**src/rtl/spectrum_peak_detect_if.sv**
```systemverilog
// spectrum_peak_detect_if: per-bin (mag, phase) input stream and per-frame peak result bundle.
interface spectrum_peak_detect_if #(
    parameter int DW    = 32,
    parameter int IDX_W = 8
) ();
    logic                i_vld;
    logic                i_sof;
    logic [DW-1:0]       i_mag;
    logic [DW-1:0]       i_phase;
    logic [DW-1:0]       i_thresh;
    logic                o_vld;
    logic [IDX_W-1:0]    o_idx;
    logic [DW-1:0]       o_mag;
    logic [DW-1:0]       o_phase;
    logic [DW+IDX_W-1:0] o_sum;
    logic                o_det;
    modport master (
        output i_vld, i_sof, i_mag, i_phase, i_thresh,
        input  o_vld, o_idx, o_mag, o_phase, o_sum, o_det
    );
    modport slave (
        input  i_vld, i_sof, i_mag, i_phase, i_thresh,
        output o_vld, o_idx, o_mag, o_phase, o_sum, o_det
    );
endinterface

```
**src/rtl/spectrum_peak_detect.sv**
```systemverilog
// spectrum_peak_detect: per-frame peak bin search and magnitude sum over a bin window.
module spectrum_peak_detect #(
    parameter int N_BINS    = 256,
    parameter int DW        = 32,
    parameter int IDX_W     = $clog2(N_BINS),
    parameter int SKIP_BINS = 1,
    parameter int SEARCH_HI = N_BINS/2-1
) (
    input  logic                   clk,
    input  logic                   arstn,
    spectrum_peak_detect_if.slave  s
);
    localparam int SW = DW + IDX_W;
    function automatic logic [N_BINS-1:0] elig_mask();
        logic [N_BINS-1:0] m;
        for (int i = 0; i < N_BINS; i++) m[i] = (i >= SKIP_BINS) && (i <= SEARCH_HI);
        return m;
    endfunction
    localparam logic [N_BINS-1:0] ELIG = elig_mask();
    logic [IDX_W-1:0] r_cnt, r_best_idx, r_o_idx;
    logic             r_bv, r_o_vld, r_o_det;
    logic [SW-1:0]    r_sum, r_o_sum;
    logic [DW-1:0]    r_best_mag, r_best_phase, r_o_mag, r_o_phase;
    logic             w_sof, w_elig, w_bv, w_take, w_bv_n, w_last;
    logic [IDX_W-1:0] w_bin, w_idx;
    logic [SW-1:0]    w_sum;
    logic [DW-1:0]    w_mag, w_phase;
    // A start-of-frame sample sees a cleared frame state, so the bypass covers sof too
    assign w_sof   = s.i_vld && s.i_sof;
    assign w_bin   = w_sof ? '0 : r_cnt;
    assign w_bv    = w_sof ? 1'b0 : r_bv;
    assign w_elig  = s.i_vld && ELIG[w_bin];
    assign w_take  = w_elig && (!w_bv || $signed(s.i_mag) > $signed(r_best_mag));
    assign w_bv_n  = w_bv || w_elig;
    assign w_mag   = w_take ? s.i_mag : r_best_mag;
    assign w_phase = w_take ? s.i_phase : r_best_phase;
    assign w_idx   = w_take ? w_bin : r_best_idx;
    assign w_sum   = (w_sof ? '0 : r_sum) + (w_elig ? {{IDX_W{s.i_mag[DW-1]}}, s.i_mag} : '0);
    assign w_last  = s.i_vld && (w_bin == IDX_W'(N_BINS-1));
    always_ff @(posedge clk or negedge arstn)
        if (!arstn) begin
            r_cnt        <= '0;
            r_bv         <= 1'b0;
            r_sum        <= '0;
            r_best_mag   <= '0;
            r_best_phase <= '0;
            r_best_idx   <= '0;
            r_o_vld      <= 1'b0;
            r_o_idx      <= '0;
            r_o_mag      <= '0;
            r_o_phase    <= '0;
            r_o_sum      <= '0;
            r_o_det      <= 1'b0;
        end else begin
            r_o_vld      <= w_last;
            if (s.i_vld) r_cnt <= w_bin + 1'b1;
            r_bv         <= w_bv_n && !w_last;
            r_sum        <= w_last ? '0 : w_sum;
            r_best_mag   <= w_mag;
            r_best_phase <= w_phase;
            r_best_idx   <= w_idx;
            if (w_last) begin
                r_o_idx   <= w_bv_n ? w_idx : '0;
                r_o_mag   <= w_bv_n ? w_mag : '0;
                r_o_phase <= w_bv_n ? w_phase : '0;
                r_o_sum   <= w_sum;
                r_o_det   <= w_bv_n && ($signed(w_mag) > $signed(s.i_thresh));
            end
        end
    assign s.o_vld   = r_o_vld;
    assign s.o_idx   = r_o_idx;
    assign s.o_mag   = r_o_mag;
    assign s.o_phase = r_o_phase;
    assign s.o_sum   = r_o_sum;
    assign s.o_det   = r_o_det;
endmodule
```
**src/flat_wrapper.sv**
```systemverilog
// flat-port wrapper written by rule: the top's interface ports become plain ports
module spectrum_peak_detect_flat 
#(
    parameter int N_BINS    = 256,
    parameter int DW        = 32,
    parameter int IDX_W     = $clog2(N_BINS),
    parameter int SKIP_BINS = 1,
    parameter int SEARCH_HI = N_BINS/2-1
)
  (clk, arstn, s_i_vld, s_i_sof, s_i_mag, s_i_phase, s_i_thresh, s_o_vld, s_o_idx, s_o_mag, s_o_phase, s_o_sum, s_o_det);
  spectrum_peak_detect_if #(.DW(DW), .IDX_W(IDX_W)) s_i ();
  input  logic clk;
  input  logic arstn;
  input wire logic [$bits(s_i.i_vld)-1:0] s_i_vld;
  input wire logic [$bits(s_i.i_sof)-1:0] s_i_sof;
  input wire logic [$bits(s_i.i_mag)-1:0] s_i_mag;
  input wire logic [$bits(s_i.i_phase)-1:0] s_i_phase;
  input wire logic [$bits(s_i.i_thresh)-1:0] s_i_thresh;
  output wire logic [$bits(s_i.o_vld)-1:0] s_o_vld;
  output wire logic [$bits(s_i.o_idx)-1:0] s_o_idx;
  output wire logic [$bits(s_i.o_mag)-1:0] s_o_mag;
  output wire logic [$bits(s_i.o_phase)-1:0] s_o_phase;
  output wire logic [$bits(s_i.o_sum)-1:0] s_o_sum;
  output wire logic [$bits(s_i.o_det)-1:0] s_o_det;
  assign s_i.i_vld = s_i_vld;
  assign s_i.i_sof = s_i_sof;
  assign s_i.i_mag = s_i_mag;
  assign s_i.i_phase = s_i_phase;
  assign s_i.i_thresh = s_i_thresh;
  assign s_o_vld = s_i.o_vld;
  assign s_o_idx = s_i.o_idx;
  assign s_o_mag = s_i.o_mag;
  assign s_o_phase = s_i.o_phase;
  assign s_o_sum = s_i.o_sum;
  assign s_o_det = s_i.o_det;
  spectrum_peak_detect #(.N_BINS(N_BINS), .DW(DW), .IDX_W(IDX_W), .SKIP_BINS(SKIP_BINS), .SEARCH_HI(SEARCH_HI)) u_core (.clk(clk), .arstn(arstn), .s(s_i));
endmodule
```
**config.mk**
```make
export PLATFORM = sky130hd
export DESIGN_NAME = spectrum_peak_detect_flat
export DESIGN_NICKNAME = d
export VERILOG_FILES = /design/src/rtl/spectrum_peak_detect_if.sv /design/src/rtl/spectrum_peak_detect.sv /design/src/flat_wrapper.sv
export SDC_FILE = /design/constraint.sdc
export NUM_CORES = 1
export LEC_CHECK = 0
export CAP_MARGIN = 20
export CORE_ASPECT_RATIO = 1.4
export CORE_UTILIZATION = 30
export DETAILED_ROUTE_END_ITERATION = 8
export PLACE_DENSITY_LB_ADDON = 0.15
export SYNTH_ARGS = -nofsm -noshare
export SYNTH_HDL_FRONTEND = slang
export SYNTH_SLANG_ARGS = --single-unit
```
**constraint.sdc**
```tcl
create_clock -name clk -period 6.2 [get_ports clk]
set_input_delay 1.24 -clock clk [delete_from_list [all_inputs] [get_ports clk]]
set_output_delay 1.24 -clock clk [all_outputs]
set_load 0.005 [all_outputs]
```
# Word level (Yosys, flattened, before mapping)
# Memory sizes are Yosys's and may differ from the RTL's.
# Cells that the tools add are included.
dict set report op_classes {
  add_sub_neg 2
  n_lt_le_gt_ge 3
  eq_ne 1
  mux 12
  n_reduce_logical 10
}
# operator count
set op_table {}
lappend op_table {{$mux 32} 4}
lappend op_table {{$mux 40} 3}
lappend op_table {{$gt 32x32->1} 2}
lappend op_table {{$add 40x40->40} 1}
lappend op_table {{$mux 8} 3}
lappend op_table {{$lt 8x9->1 const B} 1}
lappend op_table {{$add 8x1->8 const B} 1}
lappend op_table {{$eq 8x8->1 const B} 1}
lappend op_table {{$logic_and 1x1->1} 6}
lappend op_table {{$logic_not 1->1} 2}
lappend op_table {{$logic_or 1x1->1} 2}
lappend op_table {{$mux 1} 2}
dict set report word_totals {
  ff_bits 235
  mem_bits_ro 256
  n_memories 1
}
# memory depth width read_ports rd_clocked_by_memory_dff wr line
set mem_list {}
lappend mem_list {{(no name shown)} 256 1 1 0 0 spectrum_peak_detect.sv:32} ;# assign w_elig = s.i_vld && ELIG[w_bin];

# Depth between registers and ports, before layout
dict set report depth {
  word_depth 9
  depth_mapped 21
  ltp_nobuf 19
}

# Worst setup path before layout
# OpenSTA, ideal clock, no wires.
dict set report synth_path {
  path_kind {input port to flip-flop}
  from {input port s_i_sof}
  to {register u_core.r_o_det, in the netlist u_core.s.o_det}
  setup_time_ns 0.127
  arrival_ns 5.534
  t_required_ns 6.073
  path_slack_ns 0.539
  path_stages 21
  path_buffers 3
  cell_sequence {clkbuf_1 nand2_1 clkbuf_1 nand2_1 ha_1 or4b_1 o311a_1 o311a_1 a22oi_2 nand3_4 buf_6 mux2_1 ha_1 and4_1 a2111oi_0 o21ai_0 a31o_2 a21oi_1 o211ai_1 mux2i_1 o21ai_0}
}
dict set report synth_via {
  elab_chain_cells 9
  elab_cells_between_ends 15
  classes_between {order compare (1); eq/ne (1); mux (4); reduce/logical (8); memory (1)}
}
# item line
set synth_lines {}
lappend synth_lines {{start, declared} flat_wrapper.sv:15} ;# input wire logic [$bits(s_i.i_sof)-1:0] s_i_sof;
lappend synth_lines {{$logic_and 1x1->1 *} spectrum_peak_detect.sv:29} ;# assign w_sof = s.i_vld && s.i_sof;
lappend synth_lines {{$mux 8} spectrum_peak_detect.sv:30} ;# assign w_bin = w_sof ? '0 : r_cnt;
lappend synth_lines {{$mem_v2 256x1} n/a}
lappend synth_lines {{$mux 1 (implied by the code)} spectrum_peak_detect.sv:32}
lappend synth_lines {{$logic_and 1x1->1} spectrum_peak_detect.sv:32}
lappend synth_lines {{$logic_and 1x1->1 *} spectrum_peak_detect.sv:33} ;# assign w_take = w_elig && (!w_bv || $signed(s.i_mag) > $signed(r_best_mag));
lappend synth_lines {{$mux 32 *} spectrum_peak_detect.sv:35} ;# assign w_mag = w_take ? s.i_mag : r_best_mag;
lappend synth_lines {{named net u_core.w_mag[18]} spectrum_peak_detect.sv:27} ;# logic [DW-1:0] w_mag, w_phase;
lappend synth_lines {{$gt 32x32->1 *} spectrum_peak_detect.sv:67} ;# r_o_det <= w_bv_n && ($signed(w_mag) > $signed(s.i_thresh));
lappend synth_lines {{$logic_and 1x1->1 *} spectrum_peak_detect.sv:67}
lappend synth_lines {{end signal, assigned} spectrum_peak_detect.sv:67}
lappend synth_lines {{end, declared} spectrum_peak_detect.sv:21} ;# logic r_bv, r_o_vld, r_o_det;
# Mark *: on every way through the listed nets, which the timed path passes. The rest lies on a longest branch. The select of a mux whose other input is x is not followed.
# A chain may end at the register's enable or synchronous reset.

# Final worst setup path
dict set report layout_path {
  from {input port s_i_mag[21]}
  to {register u_core.r_o_det, in the netlist u_core.s.o_det}
}
dict set report layout_via {
  elab_chain_cells 6
}
# item line
set layout_lines {}
lappend layout_lines {{start, declared} flat_wrapper.sv:16} ;# input wire logic [$bits(s_i.i_mag)-1:0] s_i_mag;
lappend layout_lines {{$gt 32x32->1} spectrum_peak_detect.sv:33}
lappend layout_lines {{$logic_or 1x1->1} spectrum_peak_detect.sv:33}
lappend layout_lines {{$logic_and 1x1->1} spectrum_peak_detect.sv:33}
lappend layout_lines {{$mux 32} spectrum_peak_detect.sv:35}
lappend layout_lines {{named net u_core.w_mag[9]} spectrum_peak_detect.sv:27}
lappend layout_lines {{$gt 32x32->1} spectrum_peak_detect.sv:67}
lappend layout_lines {{$logic_and 1x1->1} spectrum_peak_detect.sv:67}
# The timed path passes the listed nets, and every way through them passes these cells.

==> impl_metrics.py <==
metrics = {
    "run_status": {
        "run_status": "finished clean",
    },
    "finish": {
        "finalNetCount": 1709,
        "finalInstanceArea_um2": 16800,
        "antenna_cells": 0,
        "area_growth_syn_to_layout_pct": 28.8,
        "layout-drive-gt1-share_pct": 9.86,
        "fillerInstances": 4394,
    },
    "power": {
        "netSwitchingPower_mw": 2.25,
        "clock_power_share_pct": 25.1,
        "internal-power_mw": 4.12,
        "seq_power_share_pct": 32.6,
        "switching_share_pct": 35.3,
        "vdd_drop_max_uv": 236,
        "powerDensity_nw_per_um2": 379,
        "power.share.combinational_pct": 42.3,
        "power_mw": 6.36,
        "power_leakage_nw": 7.91,
    },
    "global_routing": {
        "global_route_wire_length_before_repair_mm": 61.8,
        "grt_start_max_net_pins": 87,
        "overflow": 0,
        "grt.total_usage_pct": 17.9,
        "antenna_found_initial": 0,
        "grt_pass1_vias": 10811,
    },
    "worst_setup_path": {
        "crit_path_kind": "primary input to flop",
        "startpoint_class": "primary input",
        "worst-endpoint-arrival_ns": 5.94,
        "timing.critical_path.fanout_max": 18,
        "r2r-start": "u_core.r_best_mag[21]",
        "setup.worst_path.end_class": "flop",
        "worst_ep_required_time_ns": 6.64,
        "crit_path_start": "s_i_mag[21]",
    },
    "timing": {
        "tightest_slew_ns": 1.05,
        "slew_headroom_pct": 29.7,
        "finalClockSkew_ns": 0.0274,
        "final.setup.worst_slack_ns": 0.699,
        "setup_viol": 0,
        "max_clock_freq_ghz": 0.182,
        "period_needed_ns": 5.50,
        "setup_repair_after_global_routing_missed_its_margin": "no",
        "layout_worst_path_cycle_share_pct": 88.7,
        "maxSlewViolCount": 0,
        "setup_total_negative_slack_ns": 0,
        "finalHoldViolCount": 0,
    },
    "yosys": {
        "synth-edff-count": 0,
        "netlist_top_cells_area": "sky130_fd_sc_hd__dfrtp_1, sky130_fd_sc_hd__ha_1, sky130_fd_sc_hd__mux2_4",
        "postSynth.topFlopCell": "sky130_fd_sc_hd__dfrtp_1",
        "flip_flop_and_latch_count_after_synthesis": 235,
        "synth_seq_area_share_pct": 45.1,
        "yosysWarnings": 0,
        "synth-adder-area-share_pct": 10.2,
        "synth_top_family_by_area": "compound AO/OA/AOI/OAI gates",
        "synth_mux_area_share_pct": 8.39,
        "postSynthAreaPerCell_um2": 10.2,
        "yosys.area_share.xor_xnor_pct": 2.28,
        "synth_compound_area_share_pct": 15.5,
        "synthArstFlopShare_pct": 100,
        "netlist.top_cell.by_area": "sky130_fd_sc_hd__dfrtp_1",
        "syn-cell-area_um2": 13000,
        "syn-instance-count": 1280,
        "netlist.area_leader.share_pct": 45.1,
        "basic_gate_share_of_the_synthesized_area_counting_and_or_nand_and_nor_cells_pct": 13.9,
        "syn_nets": 1486,
        "synth_cell_types": 65,
    },
    "place": {
        "io_buffer_count": 213,
        "dpl-instance-area_um2": 15900,
        "place_congestion": 0.869,
        "preCtsSetupSlack_ns": 0.121,
        "detailedPlacementHpwl_mm": 28.6,
    },
    "drt": {
        "drt_iter0_markers": 328,
        "final_antenna_net_count": 0,
        "number_of_drc_violations_after_detailed_routing": 0,
        "finalWirelength_mm": 39.0,
        "route.detailed.wl_per_inst_um": 18.8,
        "detailedRoute.firstPassIterationCount": 4,
        "route.vias.total": 10082,
        "post_drt_via_cell_ratio": 4.86,
    },
    "clock_network": {
        "tritoncts": "built",
        "cts_setup_buffers": 0,
        "clock_latency_ns": 0.56,
        "cts_buffers": 27,
        "cts-resized-gates": 0,
        "ctsHtreeMaxLevel": 1,
        "clk_transition_reported_paths_ns": 0.06,
        "cts_hold_buf": 0,
        "root_buffer": "sky130_fd_sc_hd__clkbuf_16",
        "clk_path_buf_depth": 3,
        "clock_sinks": 235,
    },
    "die": {
        "placeableCoreArea_um2": 43000,
        "die_w_um": 178,
        "row_count": 90,
        "floorplan.die_area_um2": 44300,
        "initial_utilization_pct": 30.3,
        "die_height_um": 249,
        "design.portCount": 214,
    },
    "job": {
        "max_cap_viol_count": 0,
    },
    "hold_path": {
        "hold_class": "flop to flop",
        "startpoint_of_the_lowest_slack_hold_path": "u_core.s.o_mag[25]",
    },
}
-- area by class of cell --
type                       instances  area (um^2)  area share (%)
clock inverter                     7         71.3           0.425
clock buffer                      41          798            4.76
tap                              552          691            4.11
sequential                       235         5880            35.0
multi-input combinational        899         6570            39.1
inverter                          90          338            2.01
timing repair buffer             250         2440            14.5
-- synthesized netlist by cell type (3+ instances only) --
cell type,instances
sky130_fd_sc_hd__dfrtp_1,235
sky130_fd_sc_hd__nand2_1,121
sky130_fd_sc_hd__ha_1,105
sky130_fd_sc_hd__o21ai_0,99
sky130_fd_sc_hd__inv_1,90
sky130_fd_sc_hd__nor2_1,81
sky130_fd_sc_hd__and2_1,75
sky130_fd_sc_hd__a21oi_1,60
sky130_fd_sc_hd__mux2_4,58
sky130_fd_sc_hd__clkbuf_1,46
sky130_fd_sc_hd__a21o_1,36
sky130_fd_sc_hd__a22o_1,36
sky130_fd_sc_hd__nand4_1,21
sky130_fd_sc_hd__nor3_1,19
sky130_fd_sc_hd__xor2_1,19
sky130_fd_sc_hd__xnor2_1,15
sky130_fd_sc_hd__nand3_1,14
sky130_fd_sc_hd__mux2i_1,11
sky130_fd_sc_hd__o21bai_1,11
sky130_fd_sc_hd__o211ai_1,9
sky130_fd_sc_hd__o31ai_1,9
sky130_fd_sc_hd__and3_1,8
sky130_fd_sc_hd__a211oi_1,7
sky130_fd_sc_hd__buf_6,7
sky130_fd_sc_hd__mux2_1,7
sky130_fd_sc_hd__nor2b_1,6
sky130_fd_sc_hd__o21a_1,6
sky130_fd_sc_hd__a31oi_1,4
sky130_fd_sc_hd__and4_1,4
sky130_fd_sc_hd__nand2b_1,4
sky130_fd_sc_hd__mux2_2,3
sky130_fd_sc_hd__o2111ai_1,3
sky130_fd_sc_hd__o211a_1,3
sky130_fd_sc_hd__or3_1,3
sky130_fd_sc_hd__or3b_2,3
-- metrics by stage --
| step | std cells | util [%] | hold slack, ns |
|---|---|---|---|
| floorplan | 1280 | - | 0.459 |
| global placement | 2026 | 37.0 | 0.464 |
| detailed placement | 2026 | 37.0 | 0.470 |
| CTS | 2074 | 39.0 | 0.481 |
| global route | 2074 | 39.0 | 0.503 |
| finish | 2074 | 39.0 | 0.475 |
-- power by group through the flow --
stage,clock [mW],combinational (mW),sequential (mW)
after detailed placement,0,2.70,2.10
after CTS,1.66,2.73,2.08
final,1.60,2.69,2.08
after floorplan,0,2.01,2.04
after global placement,0,2.68,2.09
after global routing,1.71,3.01,2.12
-- metal layers --
| metal | routed length, um | up-vias | global-route usage [%] |
|---|---|---|---|
| li1 | - | 4926 | - |
| met1 | 15900 | 4912 | 21.3 |
| met5 | 0 | - | 0 |
| met2 | 20100 | 193 | 32.2 |
| met4 | 981 | 0 | 5.35 |
| met3 | 1960 | 51 | 3.46 |
-- path summary, 6_finish.rpt --
check,to,slack [ns],cells past startpoint
setup / recovery,u_core.s.o_det,0.70,20
hold / removal,u_core.s.o_mag[25],0.47,2
setup reg to reg,u_core.s.o_det,1.44,20
hold reg to reg,u_core.s.o_mag[25],0.47,2
max in group asynchronous,u_core.s.o_sum[14],4.18,2
min in group asynchronous,u_core.s.o_phase[8],0.68,1
-- kinds of logic (layout without fill, tap and decap cells) --
kind of cell             Yosys count  in the layout
adder cells (fa/ha/maj)          106            106
flip-flops                       235            235
XOR/XNOR                          34             34
buffers and inverters            146            388
AO/OA/AOI/OAI                    310            310
multiplexers                      79             79
AND/OR/NAND/NOR                  370            370
-- registers in the layout, summed over array words and instances (netlist names) --
register,count
u_core.s.o_idx,8
u_core.s.o_sum,40
u_core.r_best_idx,8
u_core.r_best_mag,32
u_core.r_bv,1
u_core.r_sum,40
u_core.r_cnt,8
u_core.s.o_vld,1
u_core.s.o_det,1
u_core.s.o_phase,32
u_core.s.o_mag,32
u_core.r_best_phase,32
-- critical path, cell delays in order --
cell and delay [ns]:
sky130_fd_sc_hd__clkdlybuf4s50_1 0.45, sky130_fd_sc_hd__ha_1 0.33, sky130_fd_sc_hd__a21o_1 0.18, sky130_fd_sc_hd__nand3_1 0.09, sky130_fd_sc_hd__a21oi_1 0.06, sky130_fd_sc_hd__a2111oi_0 0.38, sky130_fd_sc_hd__o211ai_1 0.21, sky130_fd_sc_hd__or3b_2 0.55
sky130_fd_sc_hd__nand3_4 0.15, sky130_fd_sc_hd__buf_12 0.21, sky130_fd_sc_hd__mux2_1 0.37, sky130_fd_sc_hd__ha_1 0.31, sky130_fd_sc_hd__a21o_1 0.18, sky130_fd_sc_hd__a21o_1 0.17, sky130_fd_sc_hd__a211oi_1 0.23, sky130_fd_sc_hd__o21bai_1 0.09
sky130_fd_sc_hd__a211oi_1 0.30, sky130_fd_sc_hd__o211ai_1 0.18, sky130_fd_sc_hd__mux2i_1 0.16, sky130_fd_sc_hd__o21ai_0 0.09
-- cell usage in the layout (no fill, tap or decap), types with 13 or more instances in the layout --
master	netlist	final
sky130_fd_sc_hd__a21o_1	36	36
sky130_fd_sc_hd__a21oi_1	60	60
sky130_fd_sc_hd__a22o_1	36	36
sky130_fd_sc_hd__and2_1	75	75
sky130_fd_sc_hd__buf_4	0	35
sky130_fd_sc_hd__clkbuf_16	0	27
sky130_fd_sc_hd__clkdlybuf4s50_1	0	212
sky130_fd_sc_hd__dfrtp_1	235	235
sky130_fd_sc_hd__ha_1	105	105
sky130_fd_sc_hd__inv_1	90	90
sky130_fd_sc_hd__mux2_4	58	58
sky130_fd_sc_hd__nand2_1	121	121
sky130_fd_sc_hd__nand3_1	14	13
sky130_fd_sc_hd__nand4_1	21	21
sky130_fd_sc_hd__nor2_1	81	80
sky130_fd_sc_hd__nor3_1	19	19
sky130_fd_sc_hd__o21ai_0	99	99
sky130_fd_sc_hd__xnor2_1	15	15
sky130_fd_sc_hd__xor2_1	19	19
(Power assumes the default switching activity.)
